File: src/rtl/sigmoid_host_seq.sv
// Host-side sequencer: loads 512 operands into one half of the operand BRAM,
// hands that half to the accelerator, then streams the 512 results back out.
module sigmoid_host_seq #(
  parameter int BRAM_WIDTH = 32,
  parameter int WORD_BYTES = 4,
  parameter int ADDR_WIDTH = 12
) (
  input  logic                  clk,
  input  logic                  reset,
  input  logic [31:0]           s_axis_tdata,
  input  logic                  s_axis_tvalid,
  output logic                  s_axis_tready,
  output logic [31:0]           m_axis_tdata,
  output logic                  m_axis_tvalid,
  input  logic                  m_axis_tready,
  output logic [31:0]           ps_control,
  input  logic [31:0]           pl_status,
  output logic [ADDR_WIDTH-1:0] bram_addr_in,
  output logic [BRAM_WIDTH-1:0] bram_wrdata_in,
  output logic [WORD_BYTES-1:0] bram_we_in,
  output logic [ADDR_WIDTH-1:0] bram_addr_out,
  input  logic [BRAM_WIDTH-1:0] bram_rddata_out,
  output logic [WORD_BYTES-1:0] bram_we_out,
  output logic                  busy
);

  // state      | meaning                    state      | meaning
  // IDLE       | wait for first operand     RELEASE    | drop start request
  // FILL       | write 512 operands         WAIT_CLEAR | wait for status to clear
  // START      | raise start request        DRAIN      | stream 512 results out
  // WAIT_DONE  | wait for half's status bit
  typedef enum logic [2:0] {
    IDLE, FILL, START, WAIT_DONE, RELEASE, WAIT_CLEAR, DRAIN
  } state_t;

  localparam int HALF_B_BASE = 2048;

  state_t      r_state;
  state_t      w_state_nxt;
  logic        r_half;
  logic [8:0]  r_count;
  logic [9:0]  r_rd_cnt;
  logic [9:0]  r_pop_cnt;
  logic        r_rd_inflight;
  logic [31:0] r_fifo [2];
  logic        r_fifo_wptr;
  logic        r_fifo_rptr;
  logic [1:0]  r_fifo_occ;
  logic [1:0]  r_ctrl;

  logic                  w_beat;
  logic                  w_last_beat;
  logic                  w_pop;
  logic                  w_last_pop;
  logic                  w_rd_issue;
  logic                  w_half_status;
  logic [1:0]            w_half_mask;
  logic [ADDR_WIDTH-1:0] w_base;
  logic                  w_unused_status;

  assign w_base        = r_half ? ADDR_WIDTH'(HALF_B_BASE) : '0;
  assign w_half_mask   = r_half ? 2'b10 : 2'b01;
  assign w_half_status = r_half ? pl_status[1] : pl_status[0];
  assign w_unused_status = ^pl_status[31:2];

  assign w_beat      = (r_state == FILL) && s_axis_tvalid;
  assign w_last_beat = w_beat && (r_count == 9'd511);
  assign w_pop       = m_axis_tvalid && m_axis_tready;
  assign w_last_pop  = w_pop && (r_pop_cnt == 10'd511);

  // Counting the pop of this cycle lets a read issue every cycle at full rate
  // while the FIFO can still never be overrun by the returning word.
  assign w_rd_issue = (r_state == DRAIN) && (r_rd_cnt < 10'd512) &&
                      ((r_fifo_occ + {1'b0, r_rd_inflight} - {1'b0, w_pop}) < 2'd2);

  assign s_axis_tready  = (r_state == FILL);
  assign bram_we_in     = w_beat ? '1 : '0;
  assign bram_wrdata_in = BRAM_WIDTH'(s_axis_tdata);
  assign bram_addr_in   = w_base + ADDR_WIDTH'({r_count, 2'b00});
  assign bram_addr_out  = w_base + ADDR_WIDTH'({r_rd_cnt[8:0], 2'b00});
  assign bram_we_out    = '0;
  assign m_axis_tvalid  = (r_fifo_occ != 2'd0);
  assign m_axis_tdata   = r_fifo[r_fifo_rptr];
  assign ps_control     = {30'd0, r_ctrl};
  assign busy           = (r_state != IDLE);

  always_ff @(posedge clk) begin
    if (reset) r_state <= IDLE;
    else       r_state <= w_state_nxt;
  end

  always_comb begin
    w_state_nxt = r_state;
    case (r_state)
      IDLE:       if (s_axis_tvalid) w_state_nxt = FILL;
      FILL:       if (w_last_beat) w_state_nxt = START;
      START:      w_state_nxt = WAIT_DONE;
      WAIT_DONE:  if (w_half_status) w_state_nxt = RELEASE;
      RELEASE:    w_state_nxt = WAIT_CLEAR;
      WAIT_CLEAR: if (!w_half_status) w_state_nxt = DRAIN;
      DRAIN:      if (w_last_pop) w_state_nxt = IDLE;
      default:    w_state_nxt = IDLE;
    endcase
  end

  always_ff @(posedge clk) begin
    if (reset) begin
      r_half        <= 1'b0;
      r_count       <= '0;
      r_rd_cnt      <= '0;
      r_pop_cnt     <= '0;
      r_rd_inflight <= 1'b0;
      r_fifo_wptr   <= 1'b0;
      r_fifo_rptr   <= 1'b0;
      r_fifo_occ    <= '0;
      r_ctrl        <= '0;
    end else begin
      if ((r_state == IDLE) && s_axis_tvalid)
        r_count <= '0;
      else if (w_beat)
        r_count <= w_last_beat ? 9'd0 : r_count + 9'd1;

      if (r_state == START)   r_ctrl <= r_ctrl | w_half_mask;
      if (r_state == RELEASE) r_ctrl <= r_ctrl & ~w_half_mask;

      if ((r_state == WAIT_CLEAR) && !w_half_status) begin
        r_rd_cnt  <= '0;
        r_pop_cnt <= '0;
      end else begin
        if (w_rd_issue) r_rd_cnt  <= r_rd_cnt + 10'd1;
        if (w_pop)      r_pop_cnt <= r_pop_cnt + 10'd1;
      end

      r_rd_inflight <= w_rd_issue;
      if (r_rd_inflight) r_fifo_wptr <= ~r_fifo_wptr;
      if (w_pop)         r_fifo_rptr <= ~r_fifo_rptr;
      r_fifo_occ <= r_fifo_occ + {1'b0, r_rd_inflight} - {1'b0, w_pop};

      if (w_last_pop) r_half <= ~r_half;
    end
  end

  always_ff @(posedge clk) begin
    if (r_rd_inflight) r_fifo[r_fifo_wptr] <= 32'(bram_rddata_out);
  end

endmodule

File: config.mk
export PLATFORM = sky130hd
export DESIGN_NAME = sigmoid_host_seq
export DESIGN_NICKNAME = d
export VERILOG_FILES = /design/src/rtl/sigmoid_host_seq.sv
export SDC_FILE = /design/constraint.sdc
export NUM_CORES = 1
export LEC_CHECK = 0
export CAP_MARGIN = 20
export CELL_PAD_IN_SITES_DETAIL_PLACEMENT = 0
export CELL_PAD_IN_SITES_GLOBAL_PLACEMENT = 1
export CORE_MARGIN = 1.5
export CORE_UTILIZATION = 25
export CTS_BUF_LIST = sky130_fd_sc_hd__clkbuf_8 sky130_fd_sc_hd__clkbuf_16
export CTS_CLUSTER_SIZE = 28
export DETAILED_ROUTE_END_ITERATION = 10
export PLACE_DENSITY_LB_ADDON = 0.1
export REMOVE_ABC_BUFFERS = 1
export SETUP_SLACK_MARGIN = 0.1
export SLEW_MARGIN = 10
export SYNTH_ARGS = -nofsm -noshare
export SYNTH_HDL_FRONTEND = slang
export SYNTH_SLANG_ARGS = --single-unit
File: constraint.sdc
create_clock -name clk -period 3.3 [get_ports clk]
set_clock_uncertainty 0.2 [all_clocks]
set_input_delay 0.66 -clock clk [delete_from_list [all_inputs] [get_ports clk]]
set_output_delay 0.66 -clock clk [all_outputs]
set_load 0.01 [all_outputs]
==> results of run 1 <==
## cell families after synthesis
logic type	Yosys count	share of synthesized area, %
other	1	0.0770
DFF	105	56.3
adders and majority gates	6	1.54
muxes	34	7.82
xor gates and xnor gates	29	5.84
and+or+nand+nor	102	11.0
AOI/OAI and AO/OA	23	2.85
buffers and inverters	104	14.6
## cell type report
type / count / area [um^2] / area share [%]
repair buffers: 106 / 1050 / 17.6
inverters: 7 / 26.3 / 0.439
flip-flops and latches: 105 / 2740 / 45.9
multi-input cells: 232 / 1560 / 26.1
well taps: 260 / 325 / 5.44
clock buffers: 9 / 225 / 3.76
clock inverters: 7 / 46.3 / 0.774
## routing by layer
layer | part of all wire, % | routed length (um) | global-route usage, % | vias up
met2 | 40 | 4670 | 15.8 | 160
met4 | 1.1 | 133 | 4.56 | 4
met5 | 0.94 | 110 | 4.51 | -
met1 | 45 | 5270 | 14.8 | 1385
li1 | - | - | - | 1399
met3 | 13 | 1470 | 6.90 | 16
## cells in the final DEF, fill, tap and decap left out, types with 2 or more instances in the layout
cell type         n
ha_1              6
nor2b_1           3
a21oi_1           8
inv_6             2
nor4_2            2
xnor2_1          19
xor2_1            8
inv_1             7
nor3_1            9
nor2_1           37
nand4_1           8
o21ai_0           5
nand3_1          11
o21a_1            2
nand4bb_1         2
conb_1           38
mux2i_1           2
nor4_1            2
clkbuf_16         9
clkdlybuf4s50_1  98
nand2_1          13
buf_4             7
a31oi_1           2
nand3b_1          2
and3_1            2
clkinv_1          2
edfxtp_1         64
nand2b_1          4
mux2_2           32
dfxtp_1          40
## worst paths after layout
check                 from       endpoint  slack (ns)  cells after the start
max reg2reg  r_fifo_occ[1]    r_rd_cnt[6]        0.99                      8
min reg2reg           flop           flop        0.28                      2
min                   flop           flop        0.28                      2
max          s_axis_tvalid  bram_we_in[3]        0.39                      4
## flip-flops by register name (all words and copies together) (netlist names), named ones only
| name | count |
|---|---|
| r_count | 9 |
| r_fifo | 64 |
| r_fifo_occ | 2 |
| r_fifo_rptr | 1 |
| r_fifo_wptr | 1 |
| r_half | 1 |
| r_pop_cnt | 10 |
| r_rd_cnt | 10 |
| r_rd_inflight | 1 |
| r_state | 3 |
## worst reg2reg max path: cells and delay by family (launching register included)
| kind | cells | cell delay, ns |
|---|---|---|
| compound gates | 1 | 0.22 |
| simple gates | 2 | 0.40 |
| fa+ha+maj | 2 | 0.43 |
| xor+xnor | 2 | 0.52 |
| flops | 1 | 0.36 |
| buf+inv | 1 | 0.05 |
## power by group through the flow
stage | sequential [uW] | combinational (uW) | clock [uW]
final | 1430 | 360 | 994
after global routing | 1430 | 390 | 1100
after CTS | 1430 | 366 | 1050
after detailed placement | 1460 | 364 | 0
after global placement | 1460 | 364 | 0
after floorplan | 1460 | 171 | 0
## metrics by stage
step,hold WS [ns],total power [uW],utilization [%]
after floorplan,0.252,1630,-
after global placement,0.268,1820,30.2
after detailed placement,0.273,1820,30.2
after CTS,0.284,2850,31.7
after global routing,0.310,2930,31.7
final,0.280,2780,31.7
==> impl_metrics.yaml, run 1 <==
setup_path:
  crit_arrival_ns: 2.05
  endpoint_kind: "output pin"
  cp_num_buf_inv: 3
  cp_top_family: "buffers and inverters"
  critPathSlowestCell: "clkdlybuf4s50_1"
  crit_fanout: 5
  max_stage_delay_ns: 0.55
  critPathRequiredTime_ns: 2.44
  cp-start-kind: "primary input"
  setup.worst_path.class: "primary input to output pin"
  cp_cell_sequence: "clkdlybuf4s50_1 -> nand4bb_1 -> clkinv_1 -> clkdlybuf4s50_1"
  worst_path_most_repeated_cell: "clkdlybuf4s50_1"
sta:
  relSlewSlack_pct: 44.1
  finalCritPeriodShare_pct: 88.3
  rsz0062_at_grt: "false"
  tightestPinTransition_ns: 0.838
  slew_viol_final: 0
  finalCriticalPeriod_ns: 2.91
  fmax_mhz: 343
  setup_violations: 0
  hold_viol_final: 0
  final.setup.worst_slack_ns: 0.387
  timing.setup.tns_ns: 0
yosys:
  synth_top_area_share_pct: 39.5
  synthArstFlopShare_pct: 0
  synth.most_common_cell: "buf_4"
  yosysUniqueCellTypes: 43
  synthTopCellsByCount: "buf_4 (85), edfxtp_1 (64), dfxtp_1 (41)"
  ys.flop_type: "edfxtp_1"
  synth_warnings: 0
  synth.area.top_cells: "edfxtp_1 (39%), dfxtp_1 (17%), buf_4 (13%)"
  synthCells: 404
  synth.ff_latch_count: 105
  synth-edff-count: 64
  synth_area_leader_cell: "edfxtp_1"
  yosysSeqAreaShare_pct: 56.3
  synth_area_um2: 4870
  synth.avg_cell_area_um2: 12.0
cts:
  cts.sink_count: 105
  clk_latency_ns: 0.34
  clk_pin_slew_ns: 0.07
  numCtsBuffers: 9
  cts_buffer_depth: 2
  postCtsHoldBufs: 0
  cts_resized: 0
  htreeDepth: 3
  cts_tree: "yes"
  cts-root-buf: "clkbuf_16"
  post_cts.repair.setup_buffers: 0
floorplanning:
  die_area_um2: 20300
  fp-row-count: 50
  core-area_um2: 18900
  die_x_um: 143
  fp.dieH_um: 143
  start_util_pct: 25.8
  io_pins: 231
cells_and_area:
  stdcell_count: 726
  fillers: 1935
  final_area_um2: 5980
  area_growth_pct: 22.9
  drive_gt1_share_pct: 13.3
  fin_nets: 567
  insertedDiodeCount: 0
detailed_routing:
  drt_iter0_markers: 109
  drc: 0
  avgViaCountPerCell: 4.08
  postRouteAntennaNets: 0
  wl_um: 11600
  wl_per_cell_um: 16.0
  dr.pass1.iters: 4
  vias: 2964
grt:
  overflow: 0
  grt_pass1_vias: 2937
  grt_use_total_pct: 11.7
  grt_max_degree: 33
  grt_pass1_wl_um: 17400
  antenna_found_initial: 0
placed_design:
  placed_cells: 710
  gp_congestion: 0.741
  dp_hpwl_um: 8190
  placed_cell_area_um2: 5710
  port_buffers: 98
  pre_cts_slack_ns: 0.204
pwr:
  power.share.clock_pct: 35.7
  p_sw_share_pct: 23.8
  p_leak_uw: 0.00199
  combPwrFrac_pct: 12.9
  intPower_uw: 2120
  ir_worst_vdd_mv: 0.270
  pwr_density_cell_nw_per_um2: 465
  power_frac_seq_pct: 51.3
  power.switching_uw: 663
run_status:
  status: "completed"
worst_hold_path:
  hold_path_class: "flop to flop"
job:
  drv_cap: 0
Note: power is estimated with default switching activity, not from simulation.
==> inputs of run 2 (changes only) <==
- CORE_UTILIZATION: 25 -> 31
==> impl_metrics.yaml, run 2 (synthesis gave the netlist of run 1 again) <==
run_status:
  status: "completed"
grt:
  grt_use_total_pct: 14.0
  overflow: 0
  grt_pass1_vias: 2895
  grt_pass1_wl_um: 16800
  grt_max_degree: 33
  antenna_found_initial: 0
sta:
  hold_viol_final: 0
  relSlewSlack_pct: 44.5
  tightestPinTransition_ns: 0.833
  timing.setup.tns_ns: 0
  fmax_mhz: 346
  rsz0062_at_grt: "false"
  finalCriticalPeriod_ns: 2.89
  finalCritPeriodShare_pct: 87.6
  slew_viol_final: 0
  setup_violations: 0
floorplanning:
  die_area_um2: 16500
  fp-row-count: 45
  start_util_pct: 31.9
  core-area_um2: 15300
  die_x_um: 128
  fp.dieH_um: 128
  io_pins: 231
cts:
  clk_pin_slew_ns: 0.07
  postCtsHoldBufs: 0
  cts_buffer_depth: 2
  cts_tree: "yes"
  clk_latency_ns: 0.35
  htreeDepth: 3
  cts-root-buf: "clkbuf_16"
  cts_resized: 0
  cts.sink_count: 105
  post_cts.repair.setup_buffers: 0
  numCtsBuffers: 9
setup_path:
  reg2regPathDepth: 8
  critPathRequiredTime_ns: 2.44
  timing.rr.end: "r_rd_cnt[7]"
  crit_fanout: 5
  r2r_slack_ns: 1.00
  cp-start-kind: "primary input"
  r2r_start: "r_fifo_occ[1]"
  setup.worst_path.class: "primary input to output pin"
  crit_arrival_ns: 2.03
  endpoint_kind: "output pin"
pwr:
  finalPower_uw: 2880
  intPower_uw: 2210
  power_frac_seq_pct: 49.1
  pwr_density_cell_nw_per_um2: 484
  power.share.clock_pct: 37.9
  p_leak_uw: 0.00200
  ir_worst_vdd_mv: 0.224
  p_sw_share_pct: 23.4
  power.switching_uw: 676
  combPwrFrac_pct: 12.9
cells_and_area:
  drive_gt1_share_pct: 13.5
  final_cell_mix: "clkdlybuf4s50_1 (98), edfxtp_1 (64), dfxtp_1 (40)"
  insertedDiodeCount: 0
  largest_reg_flops: 64
  fin_nets: 567
  final_area_um2: 5950
  area_growth_pct: 22.3
  top_register: "r_fifo"
  final_common_cell: "clkdlybuf4s50_1"
  stdcell_count: 677
  reg_top3: "r_fifo: 64 flops, r_pop_cnt: 10 flops, r_rd_cnt: 10 flops"
detailed_routing:
  postRouteAntennaNets: 0
  drc: 0
  avgViaCountPerCell: 4.39
  dr.pass1.iters: 4
  wl_per_cell_um: 16.7
  wl_um: 11300
  vias: 2975
  drt_iter0_markers: 108
job:
  drv_cap: 0
placed_design:
  port_buffers: 98
  gp_congestion: 0.699
  dp_hpwl_um: 7890
  placed_cells: 661
  placed_cell_area_um2: 5650
worst_hold_path:
  hold_path_class: "flop to flop"
  holdPathStages: 2
run 2: cell types whose count changed in the layout (fill, tap and decap cells not counted), sizes merged:
cell / change
bufinv: +1
clkinv: -1
clkinvlp: -1
inv: +1
run 2: final cells by class:
class	count	area, um^2
flip-flops and latches	105	2740
fillers	1479	9300
repair buffers	106	1050
inverters	7	26.3
clock inverters	7	78.8
multi-input cells	232	1560
well taps	211	264
clock buffers	9	225
run 2: worst max-delay path: stages:
cell and delay [ns]:
clkdlybuf4s50_1 0.54, nand4bb_1 0.15, clkinv_1 0.13, clkdlybuf4s50_1 0.55
run 2: stage by stage:
| step | hold slack [ns] | setup slack (ns) | utilization (%) |
|---|---|---|---|
| 6_report | 0.279 | 0.408 | 39.0 |
| 5_1_grt | 0.307 | 0.336 | 39.0 |
| 4_1_cts | 0.280 | 0.385 | 39.0 |
| 3_5_place_dp | 0.266 | 0.242 | 37.0 |
| 3_3_place_gp | 0.262 | 0.258 | 37.0 |
| 2_1_floorplan | 0.252 | 0.763 | - |
run 2: power groups by stage:
stage                     clock network (uW)  registers (uW)  logic, uW
final                                   1090            1420        373
after global placement                     0            1450        373
after CTS                               1130            1420        379
after detailed placement                   0            1450        375
after floorplan                            0            1460        171
after global routing                    1190            1420        403
run 2: how the worst max path moves through the flow:
stage               slack (ns)       endpoint           from
detailed placement        0.24    r_rd_cnt[7]  m_axis_tready
floorplan                 0.76    r_rd_cnt[7]  m_axis_tready
finish                    0.41  bram_we_in[2]  s_axis_tvalid
CTS                       0.38  bram_we_in[0]  s_axis_tvalid
global route              0.34  bram_we_in[0]  s_axis_tvalid
global placement          0.26    r_rd_cnt[6]  m_axis_tready
run 2: layer usage:
layer,part of all wire [%],GRT usage [%],vias up
met4,1.9,5.88,4
met5,1.0,5.00,-
li1,-,-,1397
met3,13,8.39,17
met1,46,18.2,1407
met2,38,18.0,150
==> inputs of run 3 (changes only) <==
- CAP_MARGIN: 20 -> 10
==> results of run 3 <==
Final layout, timing and power as in run 2 (identical DEF).
